$ cat config.mk
export PLATFORM = sky130hd
export DESIGN_NAME = my_addsub_serial
export DESIGN_NICKNAME = d
export VERILOG_FILES = /design/src/rtl/my_addsub_serial_pkg.sv /design/src/rtl/my_addsub_serial_rc_adder_chunk.sv /design/src/rtl/my_addsub_serial.sv
export SDC_FILE = /design/constraint.sdc
export NUM_CORES = 1
export LEC_CHECK = 0
export ABC_AREA = 1
export BUFFER_PORTS_ARGS = -buffer_cell sky130_fd_sc_hd__buf_2
export CAP_MARGIN = 20
export CORE_AREA = 4 4 114 116
export CTS_CLUSTER_SIZE = 14
export DETAILED_ROUTE_END_ITERATION = 12
export DIE_AREA = 0 0 118 120
export PLACE_DENSITY = 0.84
export REMOVE_ABC_BUFFERS = 1
export SLEW_MARGIN = 10
export SYNTH_ARGS = -nofsm -noshare
export SYNTH_HDL_FRONTEND = slang
export SYNTH_SLANG_ARGS = --single-unit
$ cat constraint.sdc
create_clock -name clock -period 5.1 [get_ports clock]
set_input_delay 0.255 -clock clock [delete_from_list [all_inputs] [get_ports clock]]
set_output_delay 0.255 -clock clock [all_outputs]
set_load 0.005 [all_outputs]
$ cat src/rtl/my_addsub_serial_pkg.sv
// Shared definitions for the chunk-serial add/subtract unit: FSM states, mode codes
// and a counter-width helper.
package my_addsub_serial_pkg;

  typedef enum logic {
    Idle = 1'b0,
    Run  = 1'b1
  } state_e;

  localparam logic OpAdd = 1'b0;
  localparam logic OpSub = 1'b1;

  // A single-chunk configuration still needs a 1-bit counter.
  function automatic int unsigned cntWidth(int unsigned n);
    return (n > 1) ? $clog2(n) : 1;
  endfunction

endpackage

$ cat src/rtl/my_addsub_serial_rc_adder_chunk.sv
// Combinational CHUNK-bit ripple-carry adder; also exposes the carry into its top bit
// so the caller can derive signed overflow.
module rc_adder_chunk #(
  parameter int unsigned CHUNK = 8
) (
  output logic [CHUNK-1:0] sum,
  output logic             cOut,
  output logic             cMsbIn,
  input  logic [CHUNK-1:0] a,
  input  logic [CHUNK-1:0] b,
  input  logic             cIn
);

  always_comb begin
    logic carry;
    carry  = cIn;
    sum    = '0;
    cMsbIn = 1'b0;
    for (int i = 0; i < CHUNK; i++) begin
      cMsbIn = carry;
      sum[i] = a[i] ^ b[i] ^ carry;
      carry  = (a[i] & b[i]) | (carry & (a[i] ^ b[i]));
    end
    cOut = carry;
  end

endmodule

$ cat src/rtl/my_addsub_serial.sv
// Multi-cycle add/subtract: computes A + (sub ? ~B : B) + sub, CHUNK bits per clock,
// LSB chunk first, through one shared ripple adder.
module my_addsub_serial
  import my_addsub_serial_pkg::*;
#(
  parameter int unsigned WIDTH = 32,
  parameter int unsigned CHUNK = 8
) (
  input  logic             clock,
  input  logic             reset_n,
  input  logic             start,
  input  logic             sub,
  input  logic [WIDTH-1:0] A,
  input  logic [WIDTH-1:0] B,
  output logic             busy,
  output logic             done,
  output logic [WIDTH-1:0] Result,
  output logic             cOut,
  output logic             overflow,
  output logic             zero,
  output logic             negative
);

  localparam int unsigned NCHUNK = WIDTH / CHUNK;
  localparam int unsigned CntW   = cntWidth(NCHUNK);

  state_e            stateQ, stateD;
  logic [CntW-1:0]   cntQ;
  logic [WIDTH-1:0]  aQ, bQ, accQ, accD, resultQ;
  logic              carryQ, doneQ, cOutQ, ovfQ, zeroQ, negQ;
  logic [CHUNK-1:0]  sumC;
  logic              carryC, cMsbC;
  logic              accept, last;

  assign accept = start && (stateQ == Idle);
  assign last   = (stateQ == Run) && (cntQ == CntW'(NCHUNK - 1));

  always_ff @(posedge clock) begin
    if (!reset_n) begin
      stateQ <= Idle;
    end else begin
      stateQ <= stateD;
    end
  end

  always_comb begin
    stateD = stateQ;
    case (stateQ)
      Idle:    if (start) stateD = Run;
      Run:     if (last) stateD = Idle;
      default: stateD = Idle;
    endcase
  end

  always_comb begin
    busy = (stateQ == Run);
  end

  rc_adder_chunk #(
    .CHUNK(CHUNK)
  ) uAdder (
    .sum   (sumC),
    .cOut  (carryC),
    .cMsbIn(cMsbC),
    .a     (aQ[CHUNK-1:0]),
    .b     (bQ[CHUNK-1:0]),
    .cIn   (carryQ)
  );

  // Working accumulator keeps Result stable until the whole operation has finished.
  always_comb begin
    accD = accQ;
    accD[cntQ*CHUNK +: CHUNK] = sumC;
  end

  always_ff @(posedge clock) begin
    if (!reset_n) begin
      cntQ    <= '0;
      aQ      <= '0;
      bQ      <= '0;
      accQ    <= '0;
      carryQ  <= 1'b0;
      resultQ <= '0;
      doneQ   <= 1'b0;
      cOutQ   <= 1'b0;
      ovfQ    <= 1'b0;
      zeroQ   <= 1'b0;
      negQ    <= 1'b0;
    end else begin
      doneQ <= 1'b0;
      if (accept) begin
        aQ     <= A;
        bQ     <= B ^ {WIDTH{sub == OpSub}};
        carryQ <= sub;
        cntQ   <= '0;
      end else if (stateQ == Run) begin
        aQ     <= aQ >> CHUNK;
        bQ     <= bQ >> CHUNK;
        carryQ <= carryC;
        cntQ   <= cntQ + 1'b1;
        accQ   <= accD;
        if (last) begin
          cntQ    <= '0;
          resultQ <= accD;
          doneQ   <= 1'b1;
          cOutQ   <= carryC;
          ovfQ    <= cMsbC ^ carryC;
          zeroQ   <= (accD == '0);
          negQ    <= accD[WIDTH-1];
        end
      end
    end
  end

  assign done     = doneQ;
  assign Result   = resultQ;
  assign cOut     = cOutQ;
  assign overflow = ovfQ;
  assign zero     = zeroQ;
  assign negative = negQ;

endmodule

; After elaboration in Yosys (flattened, before gate mapping)
; Index checks and enable logic that the tools add are counted.
[totals]
out_inout_bits = 38
regBits = 137
inputBits = 68
[classes]
n_mux = 12
n_reduce_logical = 8
n_addsub = 2
shifts = 2
n_bitwise = 45
n_eq_ne = 1
[op_table]
columns = operator, count
row1 = $mux 32, 4
row2 = $neg 5->34, 1
row3 = $shift 8x34->32 const A, 1
row4 = $shiftx 8x34->32, 1
row5 = $bwmux 32, 1
row6 = $logic_not 32->1, 1
row7 = $xor 32x32->32, 1
row8 = $xor 1x1->1, 17
row9 = $and 1x1->1, 16
row10 = $or 1x1->1, 8
row11 = $mux 1, 5
row12 = $not 1->1, 3
row13 = $reduce_and 3->1, 1
row14 = $reduce_or 3->1, 1
row15 = $add 2x1->2 const B, 1
row16 = $eq 2x2->1 const B, 1
row17 = $logic_and 1x1->1, 2
row18 = $mux 2, 1
row19 = $pmux 1 s2, 1
row20 = $reduce_and 2->1, 1
row21 = $reduce_bool 2->1, 1
row22 = $reduce_or 2->1, 1

; Longest topological paths before layout
[logic_depth]
ltp_word = 19
mapped_depth = 21

; Hierarchy
; A second synthesis with hierarchy kept.
[hier_totals]
cells_unflattened = 865
hier_area_um2 = 6114.6
[modules_own_cells]
columns = mod, area_per_inst_um2, seq_area_each_um2, cells_per_inst, instances
row1 = my_addsub_serial, 5916.9, 2562.5, 847, 1
row2 = rc_adder_chunk, 197.7, 0.0, 18, 1

; Least setup slack after synthesis
; OpenSTA, ideal clock, no wires.
[synth_timing]
path_kind = register to register
start = register aQ[0]
end = register zeroQ (netlist: zero)
setup_time_ns = 0.058
path_buffers = 0
stages_incl_launch_ff = 22
t_required_ns = 5.042
synth_period_minus_slack_ns = 4.115
t_arrival_ns = 4.057
setup_slack_ns = 0.985
path_cell_list = dfxtp_1 -> inv_1 -> fa_1 -> fa_1 -> fa_1 -> fa_1 -> fa_1 -> inv_1 -> fa_1 -> inv_1 -> fa_1 -> fa_1 -> inv_1 -> nand3_1 -> nor2_1 -> nor2_1 -> nand2_1 -> nor2_1 -> nand2_1 -> nor2_1 -> nand2_1 -> nand2_1
[synth_via]
elab_chain_len = 19
word_cells_on_any_way = 27
classes_between = shift: 1 / mux: 1 / bitwise: 24 / reduce/logical: 1
[synth_lines]
columns = item, line
row1 = start: declaration, my_addsub_serial.sv:29  ; logic [WIDTH-1:0] aQ, bQ, accQ, accD, resultQ;
row2 = start signal: assignment, my_addsub_serial.sv:97  ; aQ <= aQ >> CHUNK;
row3 = $xor 1x1->1, "my_addsub_serial_rc_adder_chunk.sv:21, my_addsub_serial_rc_adder_chunk.sv:22"
row4 = $and 1x1->1, my_addsub_serial_rc_adder_chunk.sv:22  ; carry = (a[i] & b[i]) | (carry & (a[i] ^ b[i]));
row5 = $or 1x1->1, my_addsub_serial_rc_adder_chunk.sv:22
row6 = $and 1x1->1, my_addsub_serial_rc_adder_chunk.sv:22
row7 = $or 1x1->1, my_addsub_serial_rc_adder_chunk.sv:22
row8 = $and 1x1->1, my_addsub_serial_rc_adder_chunk.sv:22
row9 = $or 1x1->1, my_addsub_serial_rc_adder_chunk.sv:22
row10 = $and 1x1->1, my_addsub_serial_rc_adder_chunk.sv:22
row11 = (+3 left out), -
row12 = $and 1x1->1, my_addsub_serial_rc_adder_chunk.sv:22
row13 = $or 1x1->1, my_addsub_serial_rc_adder_chunk.sv:22
row14 = $and 1x1->1, my_addsub_serial_rc_adder_chunk.sv:22
row15 = $or 1x1->1, my_addsub_serial_rc_adder_chunk.sv:22
row16 = $xor 1x1->1, my_addsub_serial_rc_adder_chunk.sv:21  ; sum[i] = a[i] ^ b[i] ^ carry;
row17 = $shiftx 8x34->32 (*), my_addsub_serial.sv:73  ; accD[cntQ*CHUNK +: CHUNK] = sumC;
row18 = $bwmux 32 (*), my_addsub_serial.sv:73
row19 = $logic_not 32->1 (*), my_addsub_serial.sv:108  ; zeroQ <= (accD == '0);
row20 = end signal: assignment, my_addsub_serial.sv:108
row21 = end: declaration, my_addsub_serial.sv:30  ; logic carryQ, doneQ, cOutQ, ovfQ, zeroQ, negQ;
; Mark *: on every way between the ends. The rest lies on a longest branch, timed or not.
; A chain may end at the register's enable or synchronous reset.

; Worst setup path in the final report
; Ends and elaborated chain as after synthesis.

==> impl_metrics.py <==
metrics = {
    "status": {
        "status": "finished, final reports clean",
    },
    "place": {
        "gp_congestion": 0.9548,
        "io_buffers": 105,
        "dp_hpwl_um": 9928,
        "dp_cells": 1095,
    },
    "yosys": {
        "yosysUniqueCellTypes": 32,
        "yosys.area.top_type": "dfxtp_1",
        "yosys-top-cells-area": "dfxtp_1 (42%), nand2_1 (15%), inv_1 (6.7%), o211ai_1 (4.1%), nand3_1 (3.7%)",
        "ys_warn_count": 0,
        "ys_seq_area_frac": 0.4211,
        "yosysMostFrequentCell": "nand2_1",
        "synthArstFlopShare": 0,
        "ys.flop_type": "dfxtp_1",
        "syn_area_per_cell_um2": 7.256,
        "synth_cells": 891,
        "synth_commonest_cells": "nand2_1 (261), dfxtp_1 (136), inv_1 (115)",
        "ys_seq_elements": 136,
        "synthDominantCellAreaShare": 0.4211,
        "synth_edf_count": 0,
        "synthesis.area_um2": 6465,
    },
    "timing": {
        "slew_viol_final": 0,
        "rsz0062_at_grt": "false",
        "tns_ps": 0,
        "min_period_over_period": 0.8716,
        "setup_viol": 0,
        "hold_viol_final": 0,
        "relSlewSlack": 0.3940,
        "max_freq_mhz": 225.0,
        "period_needed_ps": 4445,
        "fin_skew_ps": 9.881,
        "tightestPinTransition_ps": 909.0,
    },
    "cts": {
        "clk_path_buf_depth": 2,
        "postCtsSetupRepairBufs": 0,
        "cts-root-buf": "clkbuf_16",
        "cts_tree": "done",
        "clkLatencyLatePin_ps": 430,
        "cts_resized": 0,
        "clock_sink_count": 136,
        "cts_hold_buf": 0,
        "cts_buffers": 17,
        "htree_levels": 4,
        "clkSlewWorstSetupHoldPaths_ps": 60,
    },
    "drt": {
        "num_vias": 5708,
        "wl_per_cell_um": 13.00,
        "firstDrtPassIters": 5,
        "drc": 0,
        "final_antenna_net_count": 0,
        "drtIter0Drc": 576,
        "via_per_inst": 5.065,
        "wirelength_um": 14650,
    },
    "cells_and_area": {
        "nets": 1048,
        "finalNonFillerCells": 1127,
        "drive_above_1_share": 0.1735,
        "syn2layout_area_growth_pct": 16.88,
        "nFillCells": 1050,
        "n_antenna_cell": 0,
    },
    "flow_run": {
        "drv_cap": 0,
    },
    "die": {
        "io_pins": 106,
        "die_h_um": 120,
        "start_util": 0.5428,
        "die_width_um": 118,
        "core_um2": 11910,
        "rows": 40,
        "die_area_um2": 14160,
    },
    "global_routing": {
        "antenna_found_initial": 0,
        "grt_usage": 0.2126,
        "grt_max_degree": 91,
        "grt_pass1_vias": 5195,
        "overflow": 0,
        "grt_pass1_wl_um": 24370,
    },
    "worst_setup_path": {
        "critPathKind": "flop to flop",
        "crit_path_end_kind": "flop",
        "cp.arrival_ps": 4810,
        "path_cells": "inv_1 > fa_1 > fa_1 > fa_1 > fa_1 > fa_1 > inv_1 > fa_1 > inv_1 > fa_1 > fa_1 > nor2_2 > nand3_1 > nand2_1 > inv_1 > nand2_1 > nor2_1 > nand2_1 > nor2_1 > nand2_1 > nand2_1",
        "slowest_stage": "fa_1",
        "crit_required_ps": 5470,
        "crit_path_max_incr_delay_ps": 560,
        "cp_common_cell": "fa_1",
        "path_max_fanout": 4,
        "startpoint_type": "flop",
    },
    "hold_path": {
        "min_path_type": "input pin to flop",
    },
    "power_and_ir_drop": {
        "cellLeakagePower_nw": 3.672,
        "power_density_nw_per_um2": 364.1,
        "ir_drop_v": 0.0002400,
    },
}
==> cell families after synthesis <==
| kind of cell | Yosys count | share of synthesized area |
|---|---|---|
| and+or+nand+nor | 398 | 0.2555 |
| buffers and inverters | 178 | 0.1202 |
| AOI/OAI and AO/OA | 141 | 0.1349 |
| DFF | 136 | 0.4211 |
| xor gates and xnor gates | 25 | 0.03387 |
| adders and majority gates | 13 | 0.03445 |
==> routing by layer <==
| metal | up-vias | GRT usage | share of wire |
|---|---|---|---|
| li1 | 2954 | - | - |
| met1 | 2556 | 0.2745 | 0.45 |
| met2 | 179 | 0.3414 | 0.47 |
| met3 | 19 | 0.05702 | 0.068 |
| met4 | 0 | 0.08132 | 0.013 |
| met5 | - | 0 | 0 |
==> report_power, final <==
group | leakage (nW) | total, W | internal [W] | switching, W
logic | 2.25 | 0.000307 | 0.000112 | 0.000195
registers | 1.11 | 0.00114 | 0.00111 | 0.0000295
clock network | 0.311 | 0.00130 | 0.000869 | 0.000434
==> registers in the layout, indices dropped and copies added, names as in the netlist <==
name      cells
done          1
cntQ          2
zero          1
aQ           32
overflow      1
cOut          1
carryQ        1
bQ           32
busy          1
Result       32
accQ         32
==> stage by stage <==
stage | setup slack [ps] | cell area [um^2] | hold slack [ps] | util | power (W)
2_1_floorplan | 978.4 | 6166 | 352.6 | - | 0.001365
3_3_place_gp | 827.8 | 6922 | 431.9 | 0.5811 | 0.001462
3_5_place_dp | 704.6 | 6922 | 436.9 | 0.5811 | 0.001468
4_1_cts | 676.3 | 7556 | 60.54 | 0.6343 | 0.002767
5_1_grt | 362.5 | 7556 | 68.41 | 0.6343 | 0.002865
6_report | 654.9 | 7556 | 72.23 | 0.6343 | 0.002751
==> worst max-delay path, delay by kind of cell, from the launching register on <==
family | cells | cell delay (ps)
fa+ha+maj | 8 | 3110
simple gates | 9 | 670
flops | 1 | 310
buf+inv | 4 | 290
==> worst paths after layout <==
check | endpoint | cells past startpoint | slack (ps) | startpoint
worst min register to register | Result[25]$_SDFFE_PN0P_ | 2 | 440 | Result[25]$_SDFFE_PN0P_
worst min-delay path | aQ[24]$_SDFFE_PN0P_ | 3 | 70 | A[24]
worst max register to register | zero$_SDFFE_PN0P_ | 21 | 650 | aQ[0]$_SDFFE_PN0P_
worst max-delay path | zero$_SDFFE_PN0P_ | 21 | 650 | aQ[0]$_SDFFE_PN0P_
==> placed cells by master, fill, tap and decap left out <==
cell and n:
fa_1 8, o21ai_1 2, ha_1 5, buf_2 105, nor2_1 63, inv_2 9, nand3_1 48, clkinv_2 2
nand3_4 1, buf_4 4, bufinv_16 4, clkbuf_8 4, clkbuf_16 17, xor2_1 25, clkbuf_1 4, nand2_1 261
nor2_2 8, inv_1 115, o211ai_1 35, dfxtp_4 1, dfxtp_1 135, a21oi_1 43, o21ai_0 30, clkinv_4 1
nand4_1 4, clkinv_1 1, or2_2 8, a211oi_1 1, o21a_1 3, o22ai_1 1, nor2_4 4, a22oi_1 24
inv_6 1, nand2_8 1, o221ai_1 2
==> layout make-up <==
class	count	area [um^2]	share of cell area
Inverter	126	478.0	0.06326
Clock inverter	7	138.9	0.01838
Sequential cell	136	2726	0.3608
Timing Repair Buffer	109	555.5	0.07352
Multi-Input combinational cell	577	2978	0.3941
Tap cell	147	183.9	0.02434
Clock buffer	25	495.5	0.06557
(Power assumes the default switching activity.)
